## src/rtl/barrel_scheduler.sv

```systemverilog
// Barrel slot allocator: grants the lowest free slot on each kong drop request,
// retires slots on barrel_done and flushes the whole pool at game over.
module barrel_scheduler #(
   parameter int unsigned NUM_BARRELS  = 8,
   parameter int unsigned FLUSH_CYCLES = 4
) (
   input  logic                   clk,
   input  logic                   rst,
   input  logic                   start,
   input  logic                   over,
   input  logic [3:0]             drop_count,
   input  logic [NUM_BARRELS-1:0] barrel_done,
   output logic [NUM_BARRELS-1:0] barrel_active,
   output logic [NUM_BARRELS-1:0] spawn,
   output logic [3:0]             spawn_id,
   output logic                   drop_miss,
   output logic [7:0]             miss_count,
   output logic [4:0]             active_count,
   output logic [1:0]             state
);

   localparam int unsigned FLUSH_LAST = FLUSH_CYCLES - 1;

   typedef enum logic [1:0] {
      IDLE  = 2'b00,
      RUN   = 2'b01,
      FLUSH = 2'b10,
      BAD   = 2'b11
   } state_t;

   state_t      state_q;
   logic [3:0]  last_drop;
   logic [7:0]  flush_cnt;
   logic        req;
   logic        free_found;
   logic [3:0]  free_idx;

   assign state = state_q;
   assign req   = (drop_count != last_drop);

   // Lowest-index free slot, taken from the pre-edge active mask
   always_comb begin
      free_found = 1'b0;
      free_idx   = 4'd0;
      for (int unsigned k = 0; k < NUM_BARRELS; k++) begin
         if (!barrel_active[k] && !free_found) begin
            free_found = 1'b1;
            free_idx   = 4'(k);
         end
      end
   end

   always_comb begin
      active_count = 5'd0;
      for (int unsigned k = 0; k < NUM_BARRELS; k++) begin
         active_count = active_count + 5'(barrel_active[k]);
      end
   end

   always_ff @(posedge clk) begin
      if (rst) begin
         state_q       <= IDLE;
         barrel_active <= '0;
         spawn         <= '0;
         spawn_id      <= 4'd0;
         drop_miss     <= 1'b0;
         miss_count    <= 8'd0;
         last_drop     <= drop_count;
         flush_cnt     <= 8'd0;
      end else begin
         last_drop <= drop_count;
         spawn     <= '0;
         drop_miss <= 1'b0;
         case (state_q)
            IDLE: begin
               barrel_active <= '0;
               if (start) begin
                  state_q    <= RUN;
                  miss_count <= 8'd0;
               end
            end
            RUN: begin
               if (over) begin
                  // Pending drop request is discarded on the way out
                  state_q       <= FLUSH;
                  barrel_active <= '0;
                  flush_cnt     <= 8'd0;
               end else if (req && free_found) begin
                  barrel_active           <= (barrel_active & ~barrel_done)
                                             | (NUM_BARRELS'(1) << free_idx);
                  spawn                   <= NUM_BARRELS'(1) << free_idx;
                  spawn_id                <= free_idx;
               end else begin
                  barrel_active <= barrel_active & ~barrel_done;
                  if (req) begin
                     drop_miss <= 1'b1;
                     if (miss_count != 8'hFF) miss_count <= miss_count + 8'd1;
                  end
               end
            end
            FLUSH: begin
               barrel_active <= '0;
               if (32'(flush_cnt) >= FLUSH_LAST) begin
                  state_q <= IDLE;
               end else begin
                  flush_cnt <= flush_cnt + 8'd1;
               end
            end
            default: begin
               state_q       <= IDLE;
               barrel_active <= '0;
            end
         endcase
      end
   end

endmodule

```

## config.mk

```make
export PLATFORM = sky130hd
export DESIGN_NAME = barrel_scheduler
export DESIGN_NICKNAME = d
export VERILOG_FILES = /design/src/rtl/barrel_scheduler.sv
export SDC_FILE = /design/constraint.sdc
export NUM_CORES = 1
export LEC_CHECK = 0
export CELL_PAD_IN_SITES_DETAIL_PLACEMENT = 0
export CELL_PAD_IN_SITES_GLOBAL_PLACEMENT = 1
export CORE_ASPECT_RATIO = 0.5
export CORE_MARGIN = 4
export CORE_UTILIZATION = 30
export DETAILED_ROUTE_END_ITERATION = 8
export HOLD_SLACK_MARGIN = 0.15
export PLACE_DENSITY = 0.73
export SLEW_MARGIN = 20
export SYNTH_ARGS = -nofsm -noshare
export SYNTH_HDL_FRONTEND = slang
export SYNTH_SLANG_ARGS = --single-unit
```

## constraint.sdc

```tcl
create_clock -name clk -period 5.9 [get_ports clk]
set_input_delay 0.885 -clock clk [delete_from_list [all_inputs] [get_ports clk]]
set_output_delay 0.885 -clock clk [all_outputs]
set_load 0.05 [all_outputs]
```

After elaboration in Yosys (flattened, before gate mapping)
Index checks and enable logic that the tools add are counted.

Output and inout port bits: 36. Flip-flop bits (word level): 43. Logic and storage cells: 98. Input bits: 16.

Reduce and logical (&&, ||, !) cells: 31. Add/subtract/negate cells: 9. Magnitude comparators: 1. Equality and inequality tests: 12. Shift-type cells: 1. Multiplexer cells: 30. Bitwise operators: 6.

Operators with widths (number): $mux W8 (8); $pmux W8 S2 (2); $mux W4 (6); $add A8 B1 Y8 const B (2); $ne A2 B2 Y1 const B (8); $add A5 B1 Y5 (3); $logic_not A1 Y1 (13); $mux W1 (10); $reduce_and A3 Y1 (3); $and A8 B8 Y8 (1); $ge A8 B2 Y1 const B (1); $logic_and A1 B1 Y1 (8); $ne A8 B8 Y1 const B (1); $not A8 Y8 (1); $or A8 B8 Y8 (1); $reduce_or A4 Y1 (2); $shl A1 B4 Y8 const A (1); $mux W2 (3); $pmux W2 S3 (1); $reduce_and A6 Y1 (1); $add A4 B1 Y5 (1); $add A3 B1 Y4 (1); $ne A4 B4 Y1 (1); $reduce_bool A2 Y1 (2); 7 further kinds (9).

Logic depth before layout (Yosys ltp)
Gate-level depths: netlist of the first run.

Depth in word-level cells: 25. Depth in mapped cells: 9.

Worst setup path after synthesis of the first run
Ideal clock, no wire load.

Kind: flip-flop to output port. Start point: register barrel_active[3]. End point: output port active_count[2]. Arrival time: 3703 ps. Data required time: 5015 ps. Path buffers: 1. Stages on the path, launching flop included: 10. Slack: 1312 ps. Path through: dfxtp_1 > buf_2 > inv_1 > fa_1 > fa_1 > fa_1 > inv_1 > ha_1 > fa_1 > xor2_1.

Cells in the longest elaborated chain, start to end: 5.

RTL lines: start: declaration (line 13) `output logic [NUM_BARRELS-1:0] barrel_active,`; start signal: assignment (line 89) `barrel_active <= (barrel_active & ~barrel_done)`; start signal: assignment (line 94) `barrel_active <= barrel_active & ~barrel_done;`; $add A3 B1 Y4 (line 56) `active_count = active_count + 5'(barrel_active[k]);`; $add A4 B1 Y5 (line 56); $add A5 B1 Y5 (3 in series) (line 56); end: declaration (line 18) `output logic [4:0] active_count,`.

No other way between the ends.

Worst setup path in the final report of the first run
Same ends and word-level chain as after synthesis.

==> flow_metrics.tcl, run 1 <==
set metrics [dict create \
    status "finished clean" \
    vias 1594 \
    syn_to_final_growth_pct 37.8 \
    drv_cap 0 \
    worst_pin_slew_ns 0.682 \
    drt_wl_total_um 4650 \
    cts_setup_buffers 0 \
    critPathKind "flip-flop to output port" \
    grt_max_degree 15 \
    nets 277 \
    cp.arrival_ns 3.92 \
    drc 0 \
    fmax_mhz 208 \
    seqPwrFrac_pct 45.8 \
    grt.overflow.total 0 \
    power.switching_w 0.000135 \
    antennaDiodeCount 0 \
    clockRootBuffer "clkbuf_16" \
    port_buffers 49 \
    skew_ns 0.00236 \
    grt_pass1_vias 1566 \
    ctsLongestPathBuffers 2 \
    async_reset_ff_share_pct 0 \
    p_sw_share_pct 21.3 \
    placed_area_um2 2500 \
    p_clk_share_pct 46.7 \
    stdcell_area_um2 2670 \
    clk_latency_ns 0.28 \
    synth-compound-area-share_pct 16.5 \
    path_max_fanout 8 \
    wl_per_cell_um 13.7 \
    ios 52 \
    chipWidth_um 122 \
    hold_slack_ns 0.467 \
    clk_pin_slew_ns 0.06 \
    start_util_pct 31.5 \
    synth_flop_cell "dfxtp_1" \
    htree_levels 2 \
    post_cts_resized 0 \
    cts_hold_buf 0 \
    hp-class "flip-flop to flip-flop" \
    drv_slew 0 \
    synth-adder-area-share_pct 8.65 \
    final_cell_mix "49 x clkdlybuf4s50_1, 42 x dfxtp_1, 15 x inv_1, 12 x o21ai_1, 11 x nor2_1" \
    worst_setup_path_start_kind "flip-flop" \
    yosys_warnings 0 \
    grt_pass1_wl_um 7710 \
    cp-end-kind "output port" \
    finalCriticalPeriod_ns 4.80 \
    syn_avg_cell_area_um2 9.74 \
    drtIter0Drc 76 \
    relSlewSlack_pct 54.4 \
    internal_power_w 0.000498 \
    synth_area_um2 1940 \
    cts.sinks 42 \
    synth-seq-cells 42 \
    critPathRequiredTime_ns 5.02 \
    power_frac_comb_pct 7.5 \
    final_common_cell "clkdlybuf4s50_1" \
    core-area_um2 6160 \
    synth_cell_types 52 \
    first_pass_iters 4 \
    dieHeight_um 64.8 \
    cts_buffers 5 \
    rows 20 \
    antenna_left 0 \
    grt.total_usage_pct 12.2 \
    setup_viol 0 \
    gp_congestion 0.837 \
    vdd_drop_max_mv 0.115 \
    power.density_nw_per_um2 237 \
    rsz0062_at_grt "no" \
    cts_tree "built" \
    min_period_over_period_pct 81.4 \
    synth_simple_gate_area_share_pct 22.0 \
    p_leak_nw 1.00 \
    synth_xor_area_share_pct 2.26 \
    synth_edf_count 0 \
    setup_tns_ns 0 \
    ys_seq_area_share_pct 43.4 \
    viasPerCell 4.70 \
    finalHoldViolCount 0 \
    die-area_um2 7890 \
    synth_top_family_by_area "simple AND/OR/NAND/NOR gates" \
    dp_hpwl_um 3530 \
    drive_gt1_share_pct 7.97 \
    antenna_found_initial 0 \
    netlist_instances 199 \
    synth_mux_area_share_pct 2.07 \
]
cell type report:
type	instances	area [µm²]
multi-input cells	137	1010
inverters	15	56.3
well taps	88	110
clock buffers	8	166
flip-flops and latches	42	841
fillers	625	3490
repair buffers	49	490
power by group through the flow:
| stage | clock [W] | sequential [W] | combinational [W] |
|---|---|---|---|
| 2_1_floorplan | 0 | 0.000300 | 0.0000255 |
| 3_3_place_gp | 0 | 0.000296 | 0.0000474 |
| 3_5_place_dp | 0 | 0.000296 | 0.0000476 |
| 4_1_cts | 0.000301 | 0.000290 | 0.0000483 |
| 5_1_grt | 0.000313 | 0.000290 | 0.0000521 |
| 6_report | 0.000296 | 0.000289 | 0.0000477 |
cell usage after synthesis (4+ instances only):
master,count,area share [%]
mux2i_1,4,2.1
ha_1,7,4.5
o21ai_0,5,1.3
nand4_1,5,1.6
nand3_1,6,1.5
dfxtp_1,42,43
and2_1,7,2.3
nor3_1,8,2.1
xnor2_1,4,1.8
nor2_1,11,2.1
o21ai_1,12,3.1
o32ai_1,4,1.8
a31oi_1,5,1.6
fa_1,4,4.1
nand2_1,6,1.2
nor2b_1,4,1.3
inv_1,15,2.9
a21oi_1,6,1.5
worst max-delay path, stage by stage, from the launching register on:
cell             delay (ns)
dfxtp_1                0.53
inv_1                  0.10
fa_1                   0.51
fa_1                   0.43
fa_1                   0.49
inv_1                  0.04
ha_1                   0.19
fa_1                   0.37
xor2_1                 0.15
clkdlybuf4s50_1        0.82
through the flow:
step / setup slack, ns / total power (W) / instances / utilization (%)
2_1_floorplan: 1.31 / 0.000325 / 200 / -
3_3_place_gp: 1.48 / 0.000343 / 331 / 40.7
3_5_place_dp: 1.37 / 0.000343 / 331 / 40.7
4_1_cts: 1.07 / 0.000639 / 339 / 43.4
5_1_grt: 0.946 / 0.000654 / 339 / 43.4
6_report: 1.10 / 0.000633 / 339 / 43.4
layer usage:
metal | vias up | global-route usage (%) | part of all wire (%)
li1 | 815 | - | -
met1 | 742 | 16.5 | 48
met2 | 35 | 19.5 | 47
met3 | 2 | 2.70 | 4.0
met4 | 0 | 3.35 | 0.62
met5 | - | 0 | 0
path summary, 6_finish.rpt:
check / start / end / slack (ns) / cells past startpoint
min reg2reg: flush_cnt[6] / flush_cnt[6] / 0.47 / 1
min: flush_cnt[6] / flush_cnt[6] / 0.47 / 1
max reg2reg: last_drop[0] / spawn_id[1] / 3.96 / 5
max: barrel_active[3] / active_count[2] / 1.10 / 9
state kept, by name, indices dropped and copies added, names as in the netlist:
signal and cells:
barrel_active 8, spawn_id 3, state 2, drop_miss 1, spawn 8, flush_cnt 8
miss_count 8, last_drop 4
cells by family after synthesis:
group	after synthesis
muxes	4
and+or+nand+nor	69
other	1
adders and majority gates	11
xor gates and xnor gates	5
buffers and inverters	21
DFF	42
AOI/OAI and AO/OA	46
(Power assumes the default switching activity.)
==> run 2, diff against run 1 <==
==> constraint.sdc (replaced) <==
create_clock -name clk -period 4.6 [get_ports clk]
set_input_delay 0.69 -clock clk [delete_from_list [all_inputs] [get_ports clk]]
set_output_delay 0.69 -clock clk [all_outputs]
set_load 0.05 [all_outputs]
==> run 2 against run 1 <==
Compared with the run above:
- final area fell by 0.23%
- largest cell class unchanged
- sequential share of layout area up 0.074 points
- register-to-register slack worse by 1.3 ns
- clock power rose by 30%
- hold slack worse by 0.0033 ns
- clock-buffer cell count fell by 3
- non-clock buffer count did not move
- setup slack got worse by 0.71 ns
- clock skew is 0.0027 ns higher
- critical path type unchanged
- die area unchanged
- sequential power rose by 28%
==> flow_metrics.tcl, run 2 (synthesized netlist as in run 1, its figures left out) <==
set metrics [dict create \
    wl_per_cell_um 13.5 \
    seqCellArea_um2 841 \
    htree_levels 2 \
    critPathKind "flip-flop to output port" \
    placed_area_um2 2500 \
    cp.arrival_ns 3.52 \
    grt.overflow.total 0 \
    nets 277 \
    cts.sinks 42 \
    critPathRequiredTime_ns 3.91 \
    post_cts_resized 0 \
    r2r_end "miss_count[3]" \
    vdd_drop_max_mv 0.152 \
    grt.total_usage_pct 12.1 \
    crit_end "active_count[3]" \
    finalHoldViolCount 0 \
    power.density_nw_per_um2 307 \
    skew_ns 0.00501 \
    port_buffers 49 \
    hp-class "flip-flop to flip-flop" \
    dieHeight_um 64.8 \
    clockRootBuffer "clkbuf_16" \
    chipWidth_um 122 \
    p_leak_nw 1.00 \
    grt_pass1_wl_um 7640 \
    cts_hold_buf 0 \
    antenna_left 0 \
    stdcell_area_um2 2660 \
    drv_slew 0 \
    cp-end-kind "output port" \
    fillerInstances 611 \
    setup_tns_ns 0 \
    min_period_over_period_pct 91.6 \
    relSlewSlack_pct 55.5 \
    status "finished clean" \
    reg2reg_from "barrel_active[0]" \
    core-area_um2 6160 \
    ctsLongestPathBuffers 2 \
    drive_gt1_share_pct 8.76 \
    grt_max_degree 15 \
    finalCriticalPeriod_ns 4.21 \
    gp_congestion 0.815 \
    ios 52 \
    crit_start "barrel_active[3]" \
    drv_cap 0 \
    fin_cells 339 \
    first_pass_iters 4 \
    cts_buffers 5 \
    multiInputGateArea_um2 1010 \
    final_common_cell "clkdlybuf4s50_1" \
    antenna_found_initial 0 \
    grt_pass1_vias 1570 \
    drtIter0Drc 96 \
    cts_setup_buffers 0 \
    place_inst 331 \
    clk_latency_ns 0.28 \
    viasPerCell 4.66 \
    drt_wl_total_um 4580 \
    syn_to_final_growth_pct 37.4 \
    vias 1581 \
    reg2reg_setup_slack_ns 2.65 \
    cts_tree "built" \
    dp_hpwl_um 3520 \
    die-area_um2 7890 \
    rsz0062_at_grt "no" \
    final_cell_mix "47 x clkdlybuf4s50_1, 42 x dfxtp_1, 15 x inv_1, 12 x o21ai_1, 11 x nor2_1" \
    fmax_mhz 237 \
    path_max_fanout 8 \
    rows 20 \
    worst_setup_path_start_kind "flip-flop" \
    start_util_pct 31.5 \
    drc 0 \
    clk_pin_slew_ns 0.06 \
    r2r_cells 6 \
    antennaDiodeCount 0 \
    setup_viol 0 \
    worst_pin_slew_ns 0.666 \
]
==> run 2: cell count changes in the layout (fill, tap and decap cells not counted) <==
cell / previous run / this run
buf_4: 0 / 2
bufinv_16: 0 / 1
clkbuf_8: 3 / 0
clkdlybuf4s50_1: 49 / 47
clkinv_2: 0 / 2
==> run 2: per-stage QoR <==
| stage | setup WS [ns] | util, % | hold slack, ns | power (W) |
|---|---|---|---|---|
| after CTS | 0.371 | 43.3 | 0.463 | 0.000828 |
| after global routing | 0.149 | 43.3 | 0.472 | 0.000850 |
| final | 0.388 | 43.3 | 0.464 | 0.000817 |
| after detailed placement | 0.673 | 40.6 | 0.446 | 0.000440 |
| after global placement | 0.770 | 40.6 | 0.446 | 0.000440 |
| after floorplan | 0.207 | - | 0.430 | 0.000417 |
==> run 2: how the worst min path moves through the flow <==
stage,from,end,slack [ns],cells after the start
6_report,flush_cnt[6],flush_cnt[6],0.46,1
3_5_place_dp,flush_cnt[6],flush_cnt[6],0.45,1
5_1_grt,flush_cnt[6],flush_cnt[6],0.47,1
2_1_floorplan,flush_cnt[6],flush_cnt[6],0.43,1
4_1_cts,flush_cnt[6],flush_cnt[6],0.46,1
3_3_place_gp,flush_cnt[6],flush_cnt[6],0.45,1
==> run 2: report_power, final <==
group,switching [W],total [W],internal [W]
clock network,0.000132,0.000385,0.000254
registers,0.00000360,0.000371,0.000368
logic,0.0000349,0.0000607,0.0000258
==> run 2: routing by layer <==
metal | wire [µm] | vias to the layer above | part of all wire, % | track usage, %
met2 | 2140 | 33 | 47 | 19.5
met4 | 38 | 0 | 0.83 | 3.77
li1 | - | 819 | - | -
met3 | 211 | 2 | 4.6 | 3.14
met1 | 2190 | 727 | 48 | 16.1
met5 | 0 | - | 0 | 0
==> run 2: layout make-up <==
type                       count  share of cell area, %
clock buffer                   5                   4.70
clock inverter                 3                   1.50
inverter                      15                   2.11
multi-input combinational    137                   37.8
sequential                    42                   31.6
tap                           88                   4.13
timing repair buffer          49                   18.2
==> run 2: critical path: stages, from the launching register on <==
cell             delay, ns
dfxtp_1               0.54
inv_1                 0.10
fa_1                  0.46
fa_1                  0.51
fa_1                  0.40
inv_1                 0.07
ha_1                  0.18
a21oi_1               0.08
nor2b_1               0.10
clkdlybuf4s50_1       0.80
==> run 3, diff against run 2 <==
--- a/config.mk
+++ b/config.mk
@@ -10,6 +10,7 @@
 export CORE_ASPECT_RATIO = 0.5
 export CORE_MARGIN = 4
 export CORE_UTILIZATION = 30
+export CTS_CLUSTER_DIAMETER = 120
 export DETAILED_ROUTE_END_ITERATION = 8
 export HOLD_SLACK_MARGIN = 0.15
 export PLACE_DENSITY = 0.73
==> results of run 3 <==
Same layout as run 2: the final DEF is identical, and so are final timing and power.
